==> src/rtl/hbridge_deadtime_if.sv <==
// Command and status bundle between the ESC PWM stage and the H-bridge gate driver.
interface hbridge_deadtime_if #(
    parameter int DT_WIDTH  = 8,
    parameter int ILL_WIDTH = 8
);
    logic                 enable_i;
    logic                 drive_pos_i;
    logic                 drive_neg_i;
    logic                 brake_mode_i;
    logic [DT_WIDTH-1:0]  deadtime_cycles_i;
    logic                 fault_n_i;
    logic                 fault_clear_i;
    logic                 gate_ah_o;
    logic                 gate_al_o;
    logic                 gate_bh_o;
    logic                 gate_bl_o;
    logic                 fault_latched_o;
    logic                 dt_active_o;
    logic [ILL_WIDTH-1:0] illegal_cnt_o;

    modport master (
        output enable_i, drive_pos_i, drive_neg_i, brake_mode_i,
               deadtime_cycles_i, fault_n_i, fault_clear_i,
        input  gate_ah_o, gate_al_o, gate_bh_o, gate_bl_o,
               fault_latched_o, dt_active_o, illegal_cnt_o
    );

    modport slave (
        input  enable_i, drive_pos_i, drive_neg_i, brake_mode_i,
               deadtime_cycles_i, fault_n_i, fault_clear_i,
        output gate_ah_o, gate_al_o, gate_bh_o, gate_bl_o,
               fault_latched_o, dt_active_o, illegal_cnt_o
    );
endinterface

==> src/rtl/hbridge_deadtime.sv <==
// H-bridge gate driver with dead-time insertion, shoot-through blocking and fault latch.
// Optional macro MIN_PULSE_EN stretches every conducting state to at least MIN_ON cycles.
module hbridge_deadtime #(
    parameter int DT_WIDTH  = 8,
    parameter int ILL_WIDTH = 8
`ifdef MIN_PULSE_EN
    ,
    parameter int MIN_ON    = 4
`endif
) (
    input logic               clk,
    input logic               reset,
    hbridge_deadtime_if.slave bus
);

    typedef enum logic [2:0] {
        ST_OFF,
        ST_FWD,
        ST_REV,
        ST_BRAKE,
        ST_DEADTIME,
        ST_FAULT
    } state_e;

    state_e               state_q, state_d, target;
    logic [DT_WIDTH-1:0]  dt_cnt_q, dt_cnt_d, dt_load;
    logic                 fault_meta_q, fault_sync_q;
    logic                 fault_latched_q, fault_latched_d;
    logic [ILL_WIDTH-1:0] illegal_cnt_q, illegal_cnt_d;
    logic [3:0]           gates_q, gates_d;  // {ah, al, bh, bl}
    logic                 dt_active_q;
    logic                 leave_ok;

    // Counter holds remaining cycles after the current one, so a request of 0 still yields one dead cycle.
    assign dt_load = (bus.deadtime_cycles_i == '0) ? '0
                   : bus.deadtime_cycles_i - DT_WIDTH'(1);

    always_comb begin
        target = ST_OFF;
        if (bus.enable_i) begin
            case ({bus.drive_pos_i, bus.drive_neg_i})
                2'b10:   target = ST_FWD;
                2'b01:   target = ST_REV;
                2'b00:   target = bus.brake_mode_i ? ST_BRAKE : ST_OFF;
                default: target = ST_OFF;
            endcase
        end
    end

`ifdef MIN_PULSE_EN
    localparam int OnW = $clog2(MIN_ON + 1);
    logic [OnW-1:0] on_cnt_q, on_cnt_d;

    always_comb begin
        on_cnt_d = on_cnt_q;
        if (state_d != state_q) begin
            on_cnt_d = OnW'(1);
        end else if (on_cnt_q != OnW'(MIN_ON)) begin
            on_cnt_d = on_cnt_q + OnW'(1);
        end
    end

    // Dropping enable is a shutdown request and skips the minimum on-time.
    assign leave_ok = (on_cnt_q >= OnW'(MIN_ON)) || !bus.enable_i;

    always_ff @(posedge clk or posedge reset) begin
        if (reset) begin
            on_cnt_q <= '0;
        end else begin
            on_cnt_q <= on_cnt_d;
        end
    end
`else
    assign leave_ok = 1'b1;
`endif

    // NOTE: every variable driven here gets a default first, so no path can infer a latch.
    always_comb begin
        state_d         = state_q;
        dt_cnt_d        = dt_cnt_q;
        fault_latched_d = fault_latched_q;
        if (!fault_sync_q) begin
            state_d         = ST_FAULT;
            fault_latched_d = 1'b1;
        end else begin
            case (state_q)
                ST_OFF: state_d = target;
                ST_FWD, ST_REV, ST_BRAKE: begin
                    if (target != state_q && leave_ok) begin
                        state_d  = ST_DEADTIME;
                        dt_cnt_d = dt_load;
                    end
                end
                ST_DEADTIME: begin
                    if (dt_cnt_q == '0) begin
                        state_d = target;
                    end else begin
                        dt_cnt_d = dt_cnt_q - DT_WIDTH'(1);
                    end
                end
                ST_FAULT: begin
                    if (bus.fault_clear_i) begin
                        state_d         = ST_OFF;
                        fault_latched_d = 1'b0;
                    end
                end
                default: state_d = ST_OFF;
            endcase
        end
    end

    // Gates decode the next state so they switch on the same edge as the state register.
    always_comb begin
        gates_d = 4'b0000;
        case (state_d)
            ST_FWD:   gates_d = 4'b1001;
            ST_REV:   gates_d = 4'b0110;
            ST_BRAKE: gates_d = 4'b0101;
            default:  gates_d = 4'b0000;
        endcase
    end

    always_comb begin
        illegal_cnt_d = illegal_cnt_q;
        if (bus.drive_pos_i && bus.drive_neg_i && illegal_cnt_q != '1) begin
            illegal_cnt_d = illegal_cnt_q + ILL_WIDTH'(1);
        end
    end

    // NOTE: sequential state uses non-blocking assignments so all flops update from pre-edge values.
    always_ff @(posedge clk or posedge reset) begin
        if (reset) begin
            state_q         <= ST_OFF;
            dt_cnt_q        <= '0;
            fault_meta_q    <= 1'b1;
            fault_sync_q    <= 1'b1;
            fault_latched_q <= 1'b0;
            illegal_cnt_q   <= '0;
            gates_q         <= 4'b0000;
            dt_active_q     <= 1'b0;
        end else begin
            state_q         <= state_d;
            dt_cnt_q        <= dt_cnt_d;
            fault_meta_q    <= bus.fault_n_i;
            fault_sync_q    <= fault_meta_q;
            fault_latched_q <= fault_latched_d;
            illegal_cnt_q   <= illegal_cnt_d;
            gates_q         <= gates_d;
            dt_active_q     <= (state_d == ST_DEADTIME);
        end
    end

    assign bus.gate_ah_o       = gates_q[3];
    assign bus.gate_al_o       = gates_q[2];
    assign bus.gate_bh_o       = gates_q[1];
    assign bus.gate_bl_o       = gates_q[0];
    assign bus.fault_latched_o = fault_latched_q;
    assign bus.dt_active_o     = dt_active_q;
    assign bus.illegal_cnt_o   = illegal_cnt_q;

endmodule
==> src/flat_wrapper.sv <==
// flat-port wrapper written by rule: the top's interface ports become plain ports
module hbridge_deadtime_flat 
#(
    parameter int DT_WIDTH  = 8,
    parameter int ILL_WIDTH = 8

)
  (clk, reset, bus_enable_i, bus_drive_pos_i, bus_drive_neg_i, bus_brake_mode_i, bus_deadtime_cycles_i, bus_fault_n_i, bus_fault_clear_i, bus_gate_ah_o, bus_gate_al_o, bus_gate_bh_o, bus_gate_bl_o, bus_fault_latched_o, bus_dt_active_o, bus_illegal_cnt_o);
  hbridge_deadtime_if #(.DT_WIDTH(DT_WIDTH), .ILL_WIDTH(ILL_WIDTH)) bus_i ();
  input logic clk;
  input logic reset;
  input wire logic [$bits(bus_i.enable_i)-1:0] bus_enable_i;
  input wire logic [$bits(bus_i.drive_pos_i)-1:0] bus_drive_pos_i;
  input wire logic [$bits(bus_i.drive_neg_i)-1:0] bus_drive_neg_i;
  input wire logic [$bits(bus_i.brake_mode_i)-1:0] bus_brake_mode_i;
  input wire logic [$bits(bus_i.deadtime_cycles_i)-1:0] bus_deadtime_cycles_i;
  input wire logic [$bits(bus_i.fault_n_i)-1:0] bus_fault_n_i;
  input wire logic [$bits(bus_i.fault_clear_i)-1:0] bus_fault_clear_i;
  output wire logic [$bits(bus_i.gate_ah_o)-1:0] bus_gate_ah_o;
  output wire logic [$bits(bus_i.gate_al_o)-1:0] bus_gate_al_o;
  output wire logic [$bits(bus_i.gate_bh_o)-1:0] bus_gate_bh_o;
  output wire logic [$bits(bus_i.gate_bl_o)-1:0] bus_gate_bl_o;
  output wire logic [$bits(bus_i.fault_latched_o)-1:0] bus_fault_latched_o;
  output wire logic [$bits(bus_i.dt_active_o)-1:0] bus_dt_active_o;
  output wire logic [$bits(bus_i.illegal_cnt_o)-1:0] bus_illegal_cnt_o;
  assign bus_i.enable_i = bus_enable_i;
  assign bus_i.drive_pos_i = bus_drive_pos_i;
  assign bus_i.drive_neg_i = bus_drive_neg_i;
  assign bus_i.brake_mode_i = bus_brake_mode_i;
  assign bus_i.deadtime_cycles_i = bus_deadtime_cycles_i;
  assign bus_i.fault_n_i = bus_fault_n_i;
  assign bus_i.fault_clear_i = bus_fault_clear_i;
  assign bus_gate_ah_o = bus_i.gate_ah_o;
  assign bus_gate_al_o = bus_i.gate_al_o;
  assign bus_gate_bh_o = bus_i.gate_bh_o;
  assign bus_gate_bl_o = bus_i.gate_bl_o;
  assign bus_fault_latched_o = bus_i.fault_latched_o;
  assign bus_dt_active_o = bus_i.dt_active_o;
  assign bus_illegal_cnt_o = bus_i.illegal_cnt_o;
  hbridge_deadtime #(.DT_WIDTH(DT_WIDTH), .ILL_WIDTH(ILL_WIDTH)) u_core (.clk(clk), .reset(reset), .bus(bus_i));
endmodule
==> config.mk <==
export PLATFORM = sky130hd
export DESIGN_NAME = hbridge_deadtime_flat
export DESIGN_NICKNAME = d
export VERILOG_FILES = /design/src/rtl/hbridge_deadtime_if.sv /design/src/rtl/hbridge_deadtime.sv /design/src/flat_wrapper.sv
export SDC_FILE = /design/constraint.sdc
export NUM_CORES = 1
export LEC_CHECK = 0
export BUFFER_PORTS_ARGS = -buffer_cell sky130_fd_sc_hd__buf_2
export CAP_MARGIN = 20
export CORE_MARGIN = 1.5
export CORE_UTILIZATION = 59
export CTS_CLUSTER_SIZE = 14
export DETAILED_ROUTE_END_ITERATION = 8
export PLACE_DENSITY_LB_ADDON = 0.05
export SYNTH_ARGS = -nofsm -noshare
export SYNTH_HDL_FRONTEND = slang
export SYNTH_SLANG_ARGS = --single-unit
==> constraint.sdc <==
create_clock -name clk -period 2.8 [get_ports clk]
set_clock_uncertainty 0.1 [all_clocks]
set_input_delay 0.14 -clock clk [delete_from_list [all_inputs] [get_ports clk]]
set_output_delay 0.14 -clock clk [all_outputs]
set_load 0.01 [all_outputs]
==> results.sh, run 1 <==
export IMPL_dp_hpwl_um=2710
export IMPL_crit_type="reg -> reg"
export IMPL_synth_edf_count=0
export IMPL_synth_cell_type_count=47
export IMPL_vias=1427
export IMPL_synth_largest_area_cell="dfrtp_1"
export IMPL_cp_endpoint="u_core.dt_cnt_q[1]$_DFFE_PP0P_"
export IMPL_place_gp_congestion=0.924
export IMPL_ys_flop_type="dfrtp_1"
export IMPL_clock_sinks=27
export IMPL_p_leak_uw=0.000836
export IMPL_fin_crit_sh_pct=74.2
export IMPL_fin_tns_setup_ns=0
export IMPL_status="finished, final reports clean"
export IMPL_post_place_ws_ns=0.754
export IMPL_post_cts_setup_buffers=0
export IMPL_rr_startpoint="u_core.state_q[1]$_DFF_PP0_"
export IMPL_die_width_um=55.2
export IMPL_grt_pass1_wl_um=5950
export IMPL_diodes=0
export IMPL_num_io_pins=30
export IMPL_cts_tree="done"
export IMPL_grt_max_degree=28
export IMPL_clkLatencyLatePin_ns=0.31
export IMPL_drive_gt1_share_pct=22.3
export IMPL_yosysWarnings=0
export IMPL_fp_dieH_um=55.2
export IMPL_setup_reg_to_reg_worst_slack_ns=0.72
export IMPL_seq_area_frac_synth_pct=42.1
export IMPL_synth_top_cell_area_share_pct=38.9
export IMPL_critPathMaxFanout=13
export IMPL_cp_arrival_ns=2.18
export IMPL_fmax_ghz=0.481
export IMPL_grt_pass1_vias=1434
export IMPL_cts_root_buffer="clkbuf_4"
export IMPL_synth_cells=173
export IMPL_start_util_pct=63.8
export IMPL_peakVddDrop_uv=558
export IMPL_ys_ff_latch=27
export IMPL_total_power_uw=1210
export IMPL_dieArea_um2=3050
export IMPL_wirelength_um=3500
export IMPL_coreArea_um2=2520
export IMPL_final_cell_mix="buf_2 (29), dfrtp_1 (25), o21ai_0 (15)"
export IMPL_utilization_pct=72.5
export IMPL_first_iter_violations=62
export IMPL_firstDrtPassIters=4
export IMPL_syn_nets=193
export IMPL_grt_overflow=0
export IMPL_layout_commonest_cell="buf_2"
export IMPL_core_rowCount=18
export IMPL_area_delta_synth_final_pct=13.6
export IMPL_vias_per_cell=6.05
export IMPL_ff2ff_path_depth=6
export IMPL_final_max_slew_viol_count=0
export IMPL_clockBufferDepth=2
export IMPL_antenna_left=0
export IMPL_dpl_cell_area_um2=1750
export IMPL_hold_violations=0
export IMPL_drc=0
export IMPL_drv_cap=0
export IMPL_critPathRequiredTime_ns=2.91
export IMPL_rsz0062_at_grt="no"
export IMPL_syn_mean_instance_area_um2=9.30
export IMPL_fin_crit_ns=2.08
export IMPL_final_area_um2=1830
export IMPL_grt_util_all_layers_pct=24.0
export IMPL_clkTransAtPathRegs_ns=0.13
export IMPL_crit_start="u_core.state_q[1]$_DFF_PP0_"
export IMPL_synth_area_top_cells="dfrtp_1 (39%), o21ai_0 (4.7%), a21oi_1 (3.4%), dfstp_2 (3.3%), ha_1 (3.1%)"
export IMPL_slew_headroom_pct=58.7
export IMPL_avgRoutedWirePerCell_um=14.8
export IMPL_fin_nets=227
export IMPL_cts_buffers=3
export IMPL_antenna_found_initial=0
export IMPL_portBuffers=29
export IMPL_async_reset_ff_share_pct=100
export IMPL_end_kind="register"
export IMPL_reg2reg_to="u_core.dt_cnt_q[1]$_DFFE_PP0P_"
export IMPL_layout_setup_ws_ns=0.722
export IMPL_hold_class="in -> reg"
export IMPL_finalSetupViolations=0
export IMPL_syn_cell_area_um2=1610
export IMPL_start_kind="register"
export IMPL_powerDensity_nw_per_um2=659
export IMPL_h_tree_depth=1
export IMPL_worstMarginPinSlew_ns=0.617
-- area by class of cell --
cell class	count	area [µm²]
sequential	27	678
timing repair buffer	33	200
tap	30	37.5
fill	196	694
inverter	11	41.3
clock buffer	4	26.3
multi-input combinational	131	845
-- metrics by stage --
step           hold WS [ns]  cells
3_3_place_gp          0.145    229
5_1_grt              0.0188    236
6_report             0.0226    236
2_1_floorplan        0.0445    173
4_1_cts              0.0221    235
3_5_place_dp          0.149    229
-- layer usage --
metal	global-route usage, %	share of wire, %	vias up	wire length [µm]
li1	-	-	701	-
met4	9.06	0.94	0	33
met5	0	0	-	0
met1	29.2	43	677	1490
met2	43.2	53	45	1840
met3	3.04	3.7	4	130
-- cells by family after synthesis --
| kind of cell | share of synthesized area (%) |
|---|---|
| compound gates | 18.5 |
| xor+xnor | 3.27 |
| fa+ha+maj | 3.11 |
| buf+inv | 5.37 |
| flops | 42.1 |
| mux | 2.64 |
| simple gates | 25.0 |
-- state kept, by name, indices dropped and copies added (netlist names) --
name	flops
u_core.gates_q	4
u_core.bus.dt_active_o	1
u_core.dt_cnt_q	8
u_core.bus.fault_latched_o	1
u_core.fault_meta_q	1
u_core.fault_sync_q	1
u_core.bus.illegal_cnt_o	8
u_core.state_q	3
-- cells in the mapped netlist (4+ instances only) --
cell,number
nor2_1,13
inv_1,11
a21oi_1,11
nor3_1,8
nor4_1,5
ha_1,4
o21ai_0,15
nand2_1,11
xnor2_1,4
dfrtp_1,25
buf_6,4
-- worst min path at each step --
| stage | start | end | slack [ns] | cells after the start |
|---|---|---|---|---|
| after floorplan | bus_fault_n_i | u_core.fault_meta_q$_DFF_PP1_ | 0.04 | 0 |
| after global placement | bus_fault_n_i | u_core.fault_meta_q$_DFF_PP1_ | 0.15 | 1 |
| after detailed placement | bus_fault_n_i | u_core.fault_meta_q$_DFF_PP1_ | 0.15 | 1 |
| after CTS | bus_fault_clear_i | u_core.bus.fault_latched_o$_DFFE_PP0P_ | 0.02 | 4 |
| after global routing | bus_fault_clear_i | u_core.bus.fault_latched_o$_DFFE_PP0P_ | 0.02 | 4 |
| final | bus_fault_clear_i | u_core.bus.fault_latched_o$_DFFE_PP0P_ | 0.02 | 4 |
-- power breakdown --
group	total, µW	switching, µW	internal [µW]
Combinational	416	227	189
Sequential	626	133	494
Clock	163	107	55.6
-- worst max-delay path, cell delays in order (launching register included) --
cell	delay, ns
dfrtp_1	0.51
or3b_4	0.49
a211oi_1	0.27
a31oi_1	0.07
buf_4	0.19
nor3_1	0.27
a21oi_1	0.07
-- what timing repair did --
item / 4_1_cts / 5_1_grt
hold buffers: 2 / 0
hold endpoints to repair: 26 / 0
resized for setup: 0 / 0
Power figures use the tool's default switching activity.
==> run 2: changes to the inputs <==
Settings changed: CORE_UTILIZATION 59 to 55.
Clock period 2.8 ns to 2 ns, I/O delays scaled along.
==> results.sh, run 2 (synthesis gave the netlist of run 1 again) <==
export IMPL_critPathMaxFanout=13
export IMPL_grt_pass1_wl_um=5860
export IMPL_fmax_ghz=0.523
export IMPL_coreArea_um2=2760
export IMPL_peakVddDrop_uv=668
export IMPL_grt_pass1_vias=1382
export IMPL_clock_sinks=27
export IMPL_slew_headroom_pct=65.4
export IMPL_grt_max_degree=28
export IMPL_fin_crit_ns=1.91
export IMPL_cts_tree="done"
export IMPL_fin_crit_sh_pct=95.6
export IMPL_layout_commonest_cell="buf_2"
export IMPL_dp_hpwl_um=2700
export IMPL_post_place_ws_ns=0.0620
export IMPL_powerDensity_nw_per_um2=939
export IMPL_dieArea_um2=3260
export IMPL_hold_class="in -> reg"
export IMPL_whs_path_depth=5
export IMPL_cp_arrival_ns=2.03
export IMPL_clockBufferDepth=2
export IMPL_post_cts_setup_buffers=0
export IMPL_clkTransAtPathRegs_ns=0.13
export IMPL_h_tree_depth=1
export IMPL_dpl_cell_area_um2=1840
export IMPL_pwr_share_clk_pct=12.6
export IMPL_grt_overflow=0
export IMPL_grt_util_all_layers_pct=22.6
export IMPL_seq_power_share_pct=48.1
export IMPL_layout_setup_ws_ns=0.0883
export IMPL_final_area_um2=1910
export IMPL_start_util_pct=58.3
export IMPL_hold_violations=0
export IMPL_start_kind="register"
export IMPL_vias_per_cell=5.96
export IMPL_hold_slack_ns=0.0853
export IMPL_drive_gt1_share_pct=26.7
export IMPL_core_rowCount=19
export IMPL_die_width_um=57.1
export IMPL_drc=0
export IMPL_portBuffers=29
export IMPL_drv_cap=0
export IMPL_ff2ff_path_depth=7
export IMPL_num_io_pins=30
export IMPL_crit_type="reg -> reg"
export IMPL_first_iter_violations=76
export IMPL_setup_reg_to_reg_worst_slack_ns=0.09
export IMPL_area_delta_synth_final_pct=18.9
export IMPL_p_switching_uw=693
export IMPL_place_gp_congestion=0.905
export IMPL_final_cell_mix="buf_2 (29), dfrtp_1 (25), o21ai_0 (15)"
export IMPL_cts_buffers=3
export IMPL_switching_share_pct=38.6
export IMPL_wirelength_um=3490
export IMPL_p_leak_uw=0.000884
export IMPL_worstMarginPinSlew_ns=0.517
export IMPL_status="finished, final reports clean"
export IMPL_pwr_share_comb_pct=39.3
export IMPL_end_kind="register"
export IMPL_p_int_uw=1100
export IMPL_fin_nets=238
export IMPL_antenna_found_initial=0
export IMPL_finalSetupViolations=0
export IMPL_fp_dieH_um=57.1
export IMPL_firstDrtPassIters=4
export IMPL_vias=1477
export IMPL_cts_root_buffer="clkbuf_4"
export IMPL_final_max_slew_viol_count=0
export IMPL_clkLatencyLatePin_ns=0.31
export IMPL_critPathRequiredTime_ns=2.11
export IMPL_diodes=0
export IMPL_antenna_left=0
export IMPL_utilization_pct=69.4
export IMPL_avgRoutedWirePerCell_um=14.1
export IMPL_fin_tns_setup_ns=0
-- run 2: path summary, 6_finish.rpt --
kind,start,to
worst max register to register,u_core.dt_cnt_q[1]$_DFFE_PP0P_,u_core.dt_cnt_q[3]$_DFFE_PP0P_
worst min register to register,u_core.fault_meta_q$_DFF_PP1_,u_core.fault_sync_q$_DFF_PP1_
max in group asynchronous,reset,u_core.fault_meta_q$_DFF_PP1_
min in group asynchronous,reset,u_core.bus.illegal_cnt_o[4]$_DFFE_PP0P_
worst min-delay path,bus_enable_i,u_core.gates_q[2]$_DFF_PP0_
worst max-delay path,u_core.dt_cnt_q[1]$_DFFE_PP0P_,u_core.dt_cnt_q[3]$_DFFE_PP0P_
-- run 2: per-stage QoR --
step | std cells | total power [µW]
floorplan | 173 | 1260
CTS | 248 | 1770
finish | 248 | 1800
global route | 248 | 1930
detailed placement | 241 | 1540
global placement | 241 | 1510
-- run 2: what timing repair did --
action	in CTS	in global routing
endpoints found under the hold margin	27	0
gates resized for setup	0	3
hold buffers	3	0
endpoints found under the setup margin	0	5
-- run 2: area by class of cell --
| class | count | area (µm²) |
|---|---|---|
| Sequential cell | 27 | 678 |
| Fill cell | 239 | 845 |
| Tap cell | 31 | 38.8 |
| Clock buffer | 4 | 26.3 |
| Inverter | 11 | 41.3 |
| Multi-Input combinational cell | 131 | 863 |
| Timing Repair Buffer | 44 | 265 |
-- run 2: worst max-delay path, stage by stage (launching register included) --
cell,delay (ns)
dfrtp_1,0.39
inv_1,0.09
ha_1,0.18
nor3b_2,0.17
a211oi_2,0.27
a31oi_1,0.06
buf_4,0.19
o32a_1,0.35
-- run 2: power groups by stage --
stage | Sequential, µW | Clock [µW] | Combinational, µW
after CTS | 845 | 237 | 693
after global routing | 890 | 256 | 784
after global placement | 843 | 0 | 665
after floorplan | 873 | 0 | 382
final | 864 | 226 | 706
after detailed placement | 857 | 0 | 685
-- run 2: metal layers --
| metal | GRT usage, % | wire (µm) |
|---|---|---|
| met3 | 2.72 | 181 |
| met4 | 9.30 | 66 |
| met1 | 28.9 | 1500 |
| met5 | 0 | 0 |
| met2 | 38.8 | 1740 |
==> run 3: changes to the inputs <==
Settings changed: CAP_MARGIN 20 to 5, CORE_ASPECT_RATIO set to 0.9.
==> results.sh, run 3 (synthesis gave the netlist of run 1 again) <==
export IMPL_worstMarginPinSlew_ns=0.518
export IMPL_cts_buffers=3
export IMPL_whs_path_depth=4
export IMPL_grt_util_all_layers_pct=22.5
export IMPL_hold_end="u_core.dt_cnt_q[0]$_DFFE_PP0P_"
export IMPL_min_from="bus_deadtime_cycles_i[0]"
export IMPL_drv_cap=0
export IMPL_vias_per_cell=5.71
export IMPL_dp_hpwl_um=2590
export IMPL_grt_overflow=0
export IMPL_final_cell_mix="buf_2 (29), dfrtp_1 (25), o21ai_0 (15)"
export IMPL_clkTransAtPathRegs_ns=0.15
export IMPL_p_int_uw=1100
export IMPL_dieArea_um2=3260
export IMPL_wl_met3_um=158
export IMPL_crit_type="reg -> reg"
export IMPL_clkLatencyLatePin_ns=0.33
export IMPL_critPathMaxFanout=11
export IMPL_highest_layer="met4"
export IMPL_clock_sinks=27
export IMPL_drive_gt1_share_pct=27.8
export IMPL_fp_dieH_um=54.3
export IMPL_antenna_found_initial=0
export IMPL_firstDrtPassIters=4
export IMPL_pwr_share_comb_pct=37.7
export IMPL_fin_nets=237
export IMPL_fin_crit_sh_pct=96.3
export IMPL_switching_share_pct=39.4
export IMPL_reg2reg_to="u_core.dt_cnt_q[7]$_DFFE_PP0P_"
export IMPL_grt_pass1_vias=1315
export IMPL_fin_cells=256
export IMPL_p_switching_uw=713
export IMPL_cp_slowest_stage_delay_ns=0.47
export IMPL_slew_headroom_pct=65.3
export IMPL_critPathRequiredTime_ns=2.16
export IMPL_wl_met1_um=1570
export IMPL_coreArea_um2=2770
export IMPL_cts_root_buffer="clkbuf_4"
export IMPL_drc=0
export IMPL_fillers=220
export IMPL_post_cts_setup_buffers=0
export IMPL_pwr_share_clk_pct=13.1
export IMPL_h_tree_depth=1
export IMPL_fmax_ghz=0.519
export IMPL_wirelength_um=3480
export IMPL_cp_num_buf_inv=1
export IMPL_slowest_stage="dfrtp_1"
export IMPL_grt_max_degree=28
export IMPL_first_iter_violations=44
export IMPL_hold_class="in -> reg"
export IMPL_end_kind="register"
export IMPL_wl_met2_um=1690
export IMPL_p_leak_uw=0.000881
export IMPL_num_io_pins=30
export IMPL_crit_start="u_core.state_q[1]$_DFF_PP0_"
export IMPL_powerDensity_nw_per_um2=937
export IMPL_utilization_pct=69.7
export IMPL_fin_crit_ns=1.93
export IMPL_place_gp_congestion=0.927
export IMPL_core_rowCount=18
export IMPL_rr_startpoint="u_core.state_q[1]$_DFF_PP0_"
export IMPL_avgRoutedWirePerCell_um=13.6
export IMPL_setup_reg_to_reg_worst_slack_ns=0.07
export IMPL_cts_tree="done"
export IMPL_portBuffers=29
export IMPL_cp_arrival_ns=2.09
export IMPL_crit_chain="or3b_4 > buf_4 > or4_1 > o21a_1 > o21ai_1"
export IMPL_grt_pass1_wl_um=5550
export IMPL_layout_commonest_cell="buf_2"
export IMPL_vias=1463
export IMPL_diodes=0
export IMPL_crit_family="simple AND/OR/NAND/NOR gates"
export IMPL_start_kind="register"
export IMPL_area_delta_synth_final_pct=20.0
export IMPL_place_inst=249
export IMPL_seq_power_share_pct=49.3
export IMPL_die_width_um=60.0
export IMPL_finalSetupViolations=0
export IMPL_peakVddDrop_uv=590
export IMPL_clockBufferDepth=2
export IMPL_ff2ff_path_depth=5
export IMPL_status="finished, final reports clean"
export IMPL_final_max_slew_viol_count=0
export IMPL_hold_violations=0
export IMPL_antenna_left=0
export IMPL_start_util_pct=58.1
run 3: through the flow:
step	power [µW]	hold slack (ns)	TNS, ns	setup WS [ns]	cell area [µm²]
2_1_floorplan	1260	0.00448	0	0.191	1610
3_3_place_gp	1490	0.0704	0	0.114	1840
3_5_place_dp	1510	0.0714	0	0.0397	1840
4_1_cts	1760	0.0854	0	0.00101	1900
5_1_grt	1950	0.115	-0.00980	-0.00980	1930
6_report	1810	0.0929	0	0.0734	1930
run 3: power by group through the flow:
stage / clock network [µW] / registers [µW] / logic, µW
after floorplan: 0 / 873 / 382
after global placement: 0 / 855 / 638
after detailed placement: 0 / 864 / 648
after CTS: 246 / 854 / 657
after global routing: 267 / 916 / 768
final: 237 / 891 / 681
run 3: layout make-up:
cell class              instances  area, µm²  area share, %
clock buffers                   3       22.5           1.17
repair buffers                 43        258           13.4
multi-input cells             131        873           45.2
inverters                      11       41.3           2.14
well taps                      40       50.0           2.59
clock inverters                 1       7.51          0.389
flip-flops and latches         27        678           35.1
run 3: worst max-delay path by stage:
stage | to | slack [ns] | cells past startpoint
final | u_core.dt_cnt_q[7]$_DFFE_PP0P_ | 0.07 | 5
after CTS | u_core.dt_cnt_q[3]$_DFFE_PP0P_ | 0.001 | 8
after global placement | u_core.dt_cnt_q[3]$_DFFE_PP0P_ | 0.11 | 8
after global routing | u_core.dt_cnt_q[3]$_DFFE_PP0P_ | -0.01 | 7
after detailed placement | u_core.dt_cnt_q[3]$_DFFE_PP0P_ | 0.04 | 8
after floorplan | u_core.dt_cnt_q[3]$_DFFE_PP0P_ | 0.19 | 5
run 3: worst reg2reg max path, stage by stage (launching register included):
cell and delay (ns):
dfrtp_1 0.47, or3b_4 0.42, buf_4 0.18, or4_1 0.47
o21a_1 0.12, o21ai_1 0.10
run 3: repair_timing:
| item | CTS | global route |
|---|---|---|
| hold endpoints to repair | 29 | 0 |
| setup endpoints to repair | 0 | 12 |
| resized for setup | 0 | 6 |
| hold buffers | 3 | 0 |
run 3: routing by layer:
layer	vias to the layer above	global-route usage [%]
li1	727	-
met1	684	28.5
met2	45	40.6
met3	7	4.73
met4	0	2.96
met5	-	0
